File: src/rtl/multi_initiator.sv
// Requester-side sequencer for single-outstanding start/done units: issues one
// operand, waits for done under a watchdog, and returns result plus wait count.
//
//   state   | meaning
//   IDLE    | ready for a new request
//   ISSUE   | start pulse to the unit, counter loaded
//   WAIT    | waiting for done or watchdog expiry
//   RESP    | response held until consumed
module multi_initiator #(
   parameter int WIDTH   = 32,
   parameter int TIMEOUT = 15
) (
   input  logic             clock,
   input  logic             reset_n,
   input  logic             req_valid,
   output logic             req_ready,
   input  logic [WIDTH-1:0] req_data,
   output logic             start,
   output logic [WIDTH-1:0] inp,
   input  logic             done,
   input  logic [WIDTH-1:0] out,
   output logic             resp_valid,
   input  logic             resp_ready,
   output logic [WIDTH-1:0] resp_data,
   output logic             resp_timeout,
   output logic [7:0]       resp_cycles,
   output logic             stray_done
);

   typedef enum logic [1:0] {S_IDLE, S_ISSUE, S_WAIT, S_RESP} state_t;

   localparam logic [7:0] TIMEOUT_C = 8'(TIMEOUT);

   state_t           r_state;
   state_t           w_next;
   logic [7:0]       r_cnt;
   logic [WIDTH-1:0] r_inp;
   logic [WIDTH-1:0] r_resp_data;
   logic             r_resp_timeout;
   logic [7:0]       r_resp_cycles;
   logic             r_stray;
   logic             w_expired;

   assign w_expired = (r_cnt == TIMEOUT_C);

   always_ff @(posedge clock) begin
      if (!reset_n) r_state <= S_IDLE;
      else          r_state <= w_next;
   end

   always_comb begin
      w_next = r_state;
      case (r_state)
         S_IDLE:  if (req_valid)             w_next = S_ISSUE;
         S_ISSUE:                            w_next = S_WAIT;
         S_WAIT:  if (done || w_expired)     w_next = S_RESP;
         S_RESP:  if (resp_ready)            w_next = S_IDLE;
         default:                            w_next = S_IDLE;
      endcase
   end

   // req_ready is masked while reset is asserted, since the state already reads IDLE then
   always_comb begin
      req_ready  = reset_n && (r_state == S_IDLE);
      start      = (r_state == S_ISSUE);
      resp_valid = (r_state == S_RESP);
   end

   always_ff @(posedge clock) begin
      if (!reset_n) begin
         r_cnt          <= 8'd0;
         r_inp          <= '0;
         r_resp_data    <= '0;
         r_resp_timeout <= 1'b0;
         r_resp_cycles  <= 8'd0;
         r_stray        <= 1'b0;
      end else begin
         if (r_state == S_IDLE && req_valid) r_inp <= req_data;
         case (r_state)
            S_ISSUE: r_cnt <= 8'd1;
            S_WAIT: begin
               // done wins over the watchdog when both land in the same cycle
               if (done) begin
                  r_resp_data    <= out;
                  r_resp_timeout <= 1'b0;
                  r_resp_cycles  <= r_cnt;
               end else if (w_expired) begin
                  r_resp_data    <= '0;
                  r_resp_timeout <= 1'b1;
                  r_resp_cycles  <= TIMEOUT_C;
               end else begin
                  r_cnt <= r_cnt + 8'd1;
               end
            end
            default: ;
         endcase
         if (done && (r_state == S_IDLE || r_state == S_RESP)) r_stray <= 1'b1;
      end
   end

   assign inp          = r_inp;
   assign resp_data    = r_resp_data;
   assign resp_timeout = r_resp_timeout;
   assign resp_cycles  = r_resp_cycles;
   assign stray_done   = r_stray;

endmodule

File: config.mk
export PLATFORM = sky130hd
export DESIGN_NAME = multi_initiator
export DESIGN_NICKNAME = d
export VERILOG_FILES = /design/src/rtl/multi_initiator.sv
export SDC_FILE = /design/constraint.sdc
export NUM_CORES = 1
export LEC_CHECK = 0
export ABC_AREA = 1
export CORE_AREA = 2 2 88 90
export CTS_BUF_LIST = sky130_fd_sc_hd__clkbuf_8
export DETAILED_ROUTE_END_ITERATION = 10
export DIE_AREA = 0 0 90 92
export PLACE_DENSITY = 0.88
export SYNTH_ARGS = -nofsm -noshare
export SYNTH_HDL_FRONTEND = slang
export SYNTH_SLANG_ARGS = --single-unit
File: constraint.sdc
create_clock -name clock -period 4.7 [get_ports clock]
set_input_delay 0.94 -clock clock [delete_from_list [all_inputs] [get_ports clock]]
set_output_delay 0.94 -clock clock [all_outputs]
set_load 0.01 [all_outputs]
==> impl_summary.md, run 1 <==
Placement
Including well taps, the total number of placed cells is between 600 and 700. The pre-CTS worst setup slack is 1586 ps. The last weighted congestion value of the routability-driven placer is a little under 0.9. The count of buffers added on input and output ports is about 150. The post-DP HPWL is 6.261 mm.

GRT
The global-route wire length before repair is ~14 mm. The via count of the first global-routing pass is ~3.2k. In the global route stage, overall resource usage came out at 0.2085. The pin count of the biggest net entering global routing is 47. The number of antenna violations at the first check in global routing came to 0.

For this run the aggregate overflow at the end of global routing stands at 0.

Timing
Between clock sinks in the finished design, the worst skew comes to between 10 and 15 ps. For this run, the top clock speed supported by timing is 330.4 MHz. The slew at the pin with the worst max-slew slack is 945.7 ps. The remaining max-slew budget at the tightest pin is 0.3689. Once routing completed, OpenROAD measured the worst setup slack at roughly 1700 ps. For the final routed database, the setup TNS stands at 0 ps.

Setup repair after global routing left no endpoint under its margin. The final hold slack is 463.8 ps. The number of setup violations in the final report is 0. The worst path in the final design needs a cycle of about 3000 ps, including I/O delays and setup. The number of pins exceeding their max-slew limit in the final report is 0.

The final number of hold-violating endpoints was 0. In the finished design, the share of the clock period the worst path needs comes to 0.6439.

Floorplanning
For this configuration, the core starts out at a cell density of 0.4360. After floorplanning, the core was sized to cover around 7400 um2. 146 I/O pins were placed.

The floorplan step defined a die boundary enclosing roughly 8300 um2. The initialized floorplan defines 32 standard-cell rows. The width of the chip is ~90 um. The floorplan die height is roughly 92 um.

Route
The met1 routed wirelength after detailed routing is around 3.6 mm. Summing over every cut layer, the via total after detailed routing is roughly 3.3k. After detailed routing, the total wire length is 8.576 mm. The mean number of vias per cell is 4.821.

Wire segments on met3 add up to around 900 um in the final route. The wire length on met2 is roughly 3.8 mm. The total DRC errors in the routed layout is 0. Before antenna repair, the detailed router went through 6 iterations. The top routing layer in use is met4. The routed length per placed instance is about 13 um. The count of antenna-violating nets left after detailed routing is 0. In this run, the number of DRC markers left after iteration 0 of detailed routing was 169.

Setup path
The largest driver fanout on the critical path is 2. The data arrival time of the worst path is ~2100 ps. The critical path capture point type is an output port.

Walking the worst path, the cells encountered are clkdlybuf4s50_1 > nand2_1 > inv_1 > clkdlybuf4s50_1. The timing startpoint of the critical path is reset_n. The worst endpoint required time is about 3800 ps. The critical path in this run is classified as in2out. The worst setup path is launched from a primary input. The worst flop-to-flop path startpoint is r_state[1].

The largest incremental delay on the critical path is ~530 ps. For this design, the slowest cell found on the critical path is clkdlybuf4s50_1. By instance count, the cell type seen most on the critical path is clkdlybuf4s50_1.

Run
The number of max-cap violations is 0.

Power
For this design the ratio of total power to cell area is 461.3 nW/um2. The total power of the final layout is 2263 uW. Across the VDD grid, the largest voltage drop is 0.3117 mV. The leakage power is approximately 0.0019 uW.

Layout
The library cells used most frequently in the layout, excluding fill and tap cells, are clkdlybuf4s50_1 (145), nand2_1 (105), dfxtp_1 (84), nor2_1 (81), a21oi_1 (46). The number of nets in the layout is 643. From synthesis to final layout, the design area changed by 51.10%. The library cell used most frequently in the layout, excluding fill and tap cells, is clkdlybuf4s50_1. Excluding fillers, the count of instances in the completed layout stands at roughly 680. The fraction of layout cells with a size suffix above 1 is 0.04887.

The number of inserted diodes is 0. The filler cells instantiated in the layout total around 620.

CTS
CTS built an H-tree with a depth of 3. The TritonCTS sink count is 84. The cell sitting at the root of the clock tree is a clkbuf_8. TritonCTS built the clock tree.

After clock tree synthesis, the clock-pin slew on the worst setup and hold paths is 90 ps. After clock tree synthesis, the flow added hold-fix buffers numbering 0. The number of gates resized after CTS was 0.

The post-CTS setup-driven buffer insertion count is 0. The latest clock arrival within the worst-skew pair is roughly 350 ps. Counting along the longest clock path gives a buffer depth of 2. In this run, CTS created clock tree buffers numbering 9.

Synth
Counting every instance in the synthesized netlist gives 434. Of the synthesized area, sequential elements account for 0.5179. The flip-flop and latch count after synthesis is between 80 and 90. The synthesized netlist occupies a cell area of about 3200 um2. The number of warnings reported in the yosys synthesis log is 0. The total nets after synthesis is 509.

The count of unique library cells instantiated by Yosys is 25. Dividing the synthesized area by the synthesized cell count gives roughly 7.5 um2.

Worst hold path
The startpoint identified for the worst hold timing path is resp_data[3]. The worst hold path belongs to the class reg2reg.

Outcome
The flow ran to the end, and the final reports show no timing, DRC or antenna violations.
per-stage QoR:
| step | util | area (um2) |
|---|---|---|
| 2_1_floorplan | - | 3247 |
| 3_3_place_gp | 0.6351 | 4730 |
| 3_5_place_dp | 0.6351 | 4730 |
| 4_1_cts | 0.6588 | 4906 |
| 5_1_grt | 0.6588 | 4906 |
| 6_report | 0.6588 | 4906 |
power breakdown:
group	switching, uW	internal, uW	total, uW	leakage, uW
sequential	76.3	850	926	0.000686
combinational	466	415	880	0.00110
clock	262	194	456	0.0000837
worst paths after layout:
path / to / slack, ps / depth (start not counted)
max: req_ready / 1670 / 4
min: resp_data[3] / 460 / 2
min reg2reg: resp_data[3] / 460 / 2
max reg2reg: inp[23] / 2240 / 6
metal layers:
metal,up-vias,GRT usage
met2,142,0.3427
met1,1443,0.2401
met4,0,0.09615
met5,-,0
met3,20,0.08135
li1,1649,-
synth_stat cells:
cell,count,area share
clkbuf_1,13,0.015
buf_2,8,0.012
a211oi_1,1,0.0023
o21ai_0,34,0.052
nand2_1,105,0.12
nor2_1,81,0.094
nand4_1,4,0.0077
buf_6,1,0.0035
nor2_2,1,0.0019
o21ai_1,4,0.0062
o22ai_1,1,0.0019
buf_1,1,0.0012
inv_2,3,0.0035
inv_1,25,0.029
nand3_2,3,0.0092
o21ai_2,1,0.0027
nand4_2,1,0.0039
nand2_2,2,0.0039
a21oi_1,46,0.071
nor3_1,2,0.0031
o21bai_2,1,0.0035
dfxtp_1,84,0.52
nand3b_1,1,0.0023
nand3_1,5,0.0077
ha_1,6,0.023
logic make-up (layout without fill, tap and decap cells):
logic type | Yosys count | count (layout) | synth area share
AND/OR/NAND/NOR | 205 | 205 | 0.2547
AO/OA/AOI/OAI | 88 | 88 | 0.1399
flip-flops | 84 | 84 | 0.5179
buffers and inverters | 51 | 190 | 0.06435
adder cells (fa/ha/maj) | 6 | 6 | 0.02312
final cells by class:
type                            count  area (um2)  area share
Clock buffer                        9       123.9     0.02525
Sequential cell                    84        1682      0.3428
Inverter                           28       105.1     0.02142
Clock inverter                      7       52.55     0.01071
Timing Repair Buffer              146        1459      0.2974
Multi-Input combinational cell    299        1356      0.2765
Tap cell                          102       127.6     0.02601
state kept, by name (all words and copies together) (netlist names):
name	cells
r_state	2
r_cnt	8
resp_timeout	1
inp	32
stray_done	1
resp_data	32
resp_cycles	8
critical path: cells and delay by family:
family / cells / cell delay (ps)
buffers and inverters: 3 / 1080
AND/OR/NAND/NOR: 1 / 60
Power figures use the tool's default switching activity.
==> run 2, diff against run 1 <==
Settings changed: CORE_AREA 2 2 88 90 to 2 2 95 97, DIE_AREA 0 0 90 92 to 0 0 97 99, PLACE_DENSITY 0.88 to 0.8.
Clock period 4.7 ns to 2.5 ns, I/O delays scaled along.
==> run 2 against run 1 <==
Net effect: register-to-register slack lost 1500 ps; critical endpoint unchanged; die area grew 16%; non-clock buffer count grew 6; design area grew 1.9%; combinational power grew 94%; via count shrank 1.3%; clock power grew 100%; sequential cell count is the same; sequential share of layout area shrank 0.63 points.
==> impl_summary.md, run 2 (synthesized netlist as in run 1, its figures left out) <==
Outcome
The run finished with clean final reports.

Placement
The placement-stage cell area is 4807 um2 (+1.6%). The number of buffer cells added on primary ports is 145 (unchanged). The post-DP HPWL is 6.434 mm (+2.8%). The last weighted congestion value of the routability-driven placer is 0.9058 (+2.5%). The total placed cells including tap cells is 671 (+1.8%).

Setup path
The largest incremental delay on the critical path is 520 ps (about the same). The number of buffer and inverter stages on the critical path is 3 (unchanged). STA classifies the critical path startpoint as a flop. The capture instance of the worst register-to-register path is resp_data[26]. The start-to-end type of the worst setup path is reg2out. The most common cell type on the critical path is inv_1. The internal reg-to-reg setup slack was 720 ps (-1520 ps).

The worst endpoint required time was 2000 ps (-1760 ps). The startpoint identified for the worst register-to-register timing path is r_state[0]. The worst-path cell with the longest stage delay is clkdlybuf4s50_1. The largest delay contributor family on the critical path is buffers and inverters. The data arrival time of the worst path is 1640 ps (-450 ps). The largest driver fanout on the critical path is 4 (+2).

The critical path capture point type is an output port. The path depth of the worst reg2reg path is 7 (+1). The critical path goes through inv_1 > ha_1 > nand2_1 > inv_1 > clkdlybuf4s50_1.

Worst hold path
The kind of path behind the tightest hold check is reg2reg. For hold timing, the worst endpoint is resp_data[4]. The worst hold path stage count is 2 (unchanged). The launch point of the worst hold path is resp_data[4].

Timing
The final number of hold-violating endpoints is 0 (unchanged). Dividing the final minimum period by the clock period gives 0.8569. The sum of negative setup slack is 0 ps (unchanged). The shortest period the worst path allows is 2142 ps.

The maximum clock skew at final layout is 10.41 ps (-1.215 ps). The number of pins exceeding their max-slew limit in the final report is 0 (unchanged). Timing would allow up to between 400 and 500 MHz.

Setup repair after global routing left no endpoint under its margin. The number of setup violations in the final report is 0 (unchanged). The slew at the pin with the worst max-slew slack was 797.9 ps (-147.8 ps). The remaining max-slew budget at the tightest pin is 0.4673 (+0.09844).

Route
The sum of routed wire length over all layers came to 8.876 mm (+3.5%). The mean number of vias per cell was 4.681 (-2.9%). The total DRC errors in the routed layout is 0 (unchanged). The first-pass iteration count of the detailed router is 5 (-1). The number of DRC markers after the initial detailed-route iteration is 98 (-42%). The vias after detailed routing is 3211 (-1.3%).

The count of antenna-violating nets left after detailed routing is 0 (unchanged). The routed length per placed instance was 12.94 um (+1.8%).

CTS
The TritonCTS sink count was 84 (unchanged). The post-CTS setup-driven buffer insertion count was 0 (unchanged). The latest clock arrival within the worst-skew pair was 330 ps (-20 ps). The maximum buffer depth of the clock tree is 2 (unchanged).

The number of clock buffers inserted by TritonCTS is 9 (unchanged). The post-cts repair resize count was 0 (unchanged). The H-tree level count is 3 (unchanged).

The total of hold buffers inserted after clock tree synthesis was 0 (unchanged). Clock tree synthesis selected as its root buffer the cell clkbuf_8. TritonCTS built the clock tree. The clock transition at the registers of the reported paths is 80 ps (about the same).

Layout
The count of filler cells inserted in the layout was 759 (+22%). In the layout the commonest cells are clkdlybuf4s50_1 (145), nand2_1 (105), dfxtp_1 (84), nor2_1 (81), a21oi_1 (46). The final cell area excluding filler cells is 4999 um2 (+1.9%). The number of inserted diodes was 0 (unchanged).

The non-filler instance count after layout was 686 (+1.6%). The fraction of the core area covered by cells at the end of the flow is 0.5846 (-0.07419). The area added between synthesis and finish is 53.95%. The commonest non-fill, non-tap cell in the layout is clkdlybuf4s50_1. The fraction of layout cells with a size suffix above 1 was 0.05709 (+0.008228).

The number of nets in the layout is 649 (+0.93%).

Floorplanning
The floorplan die height is 99 um (+7.6%). The placeable core area was 8551 um2 (+15%). The row count is 34 (+6.3%). The effective utilization at floorplan was 0.3797 (-0.05627).

The width of the chip was 97 um (+7.8%). The die area is 9603 um2 (+16%). The number of placed I/O pins came to 146 (unchanged).

Power
The largest voltage drop on the vdd net came to 0.4357 mV (+40%). The total power per unit cell area is 876.9 nW/um2 (+90%). The leakage power is 0.001915 uW (+2.7%).

GRT
The global-route wire length before repair is 14.50 mm (+3.1%). The via count of the first global-routing pass came to 3124 (-1.9%). The number of antenna violations at the first check in global routing came to 0 (unchanged). The total track usage is 0.1823 (-0.02624). The pin count of the biggest net entering global routing is 47 (unchanged). The leftover overflow at the end of global routing is 0 (unchanged).

Run
The number of max-cap violations is 0 (unchanged).
## run 2: how the worst max path moves through the flow
stage | startpoint | endpoint | depth (start not counted)
CTS | r_state[0] | req_ready | 5
floorplan | reset_n | req_ready | 4
global route | r_state[0] | req_ready | 5
detailed placement | reset_n | req_ready | 4
finish | r_state[0] | req_ready | 5
global placement | reset_n | req_ready | 4
## run 2: tightest hold or removal path: stages, from the launching register on
cell	delay, ps
dfxtp_1	310
nand2_1	60
a21oi_1	50
## run 2: area by class of cell
cell class	count	area, um2	area share
clock buffers	10	137.6	0.02753
well taps	108	135.1	0.02703
repair buffers	152	1529	0.3059
flip-flops and latches	84	1682	0.3364
inverters	28	105.1	0.02103
multi-input cells	299	1356	0.2713
clock inverters	5	53.80	0.01076
## run 2: metal layers
| metal | vias up | track usage | part of all wire |
|---|---|---|---|
| li1 | 1655 | - | - |
| met1 | 1434 | 0.2102 | 0.43 |
| met2 | 112 | 0.3152 | 0.49 |
| met3 | 10 | 0.05319 | 0.069 |
| met4 | 0 | 0.08017 | 0.017 |
| met5 | - | 0 | 0 |
## run 2: per-stage QoR
step | setup WS [ps] | hold slack, ps | power [uW]
final | 357.6 | 462.4 | 4383
after global routing | 234.6 | 477.7 | 4660
after CTS | 320.6 | 466.3 | 4441
after detailed placement | 395.8 | 450.0 | 3485
after global placement | 395.6 | 443.5 | 3422
after floorplan | 964.0 | 470.7 | 2653
## run 2: power breakdown
group / leakage (uW) / total [uW] / switching [uW] / internal, uW
Clock: 0.0000956 / 932 / 453 / 479
Sequential: 0.000686 / 1740 / 141 / 1600
Combinational: 0.00113 / 1710 / 891 / 822
Total: 0.00192 / 4380 / 1480 / 2900
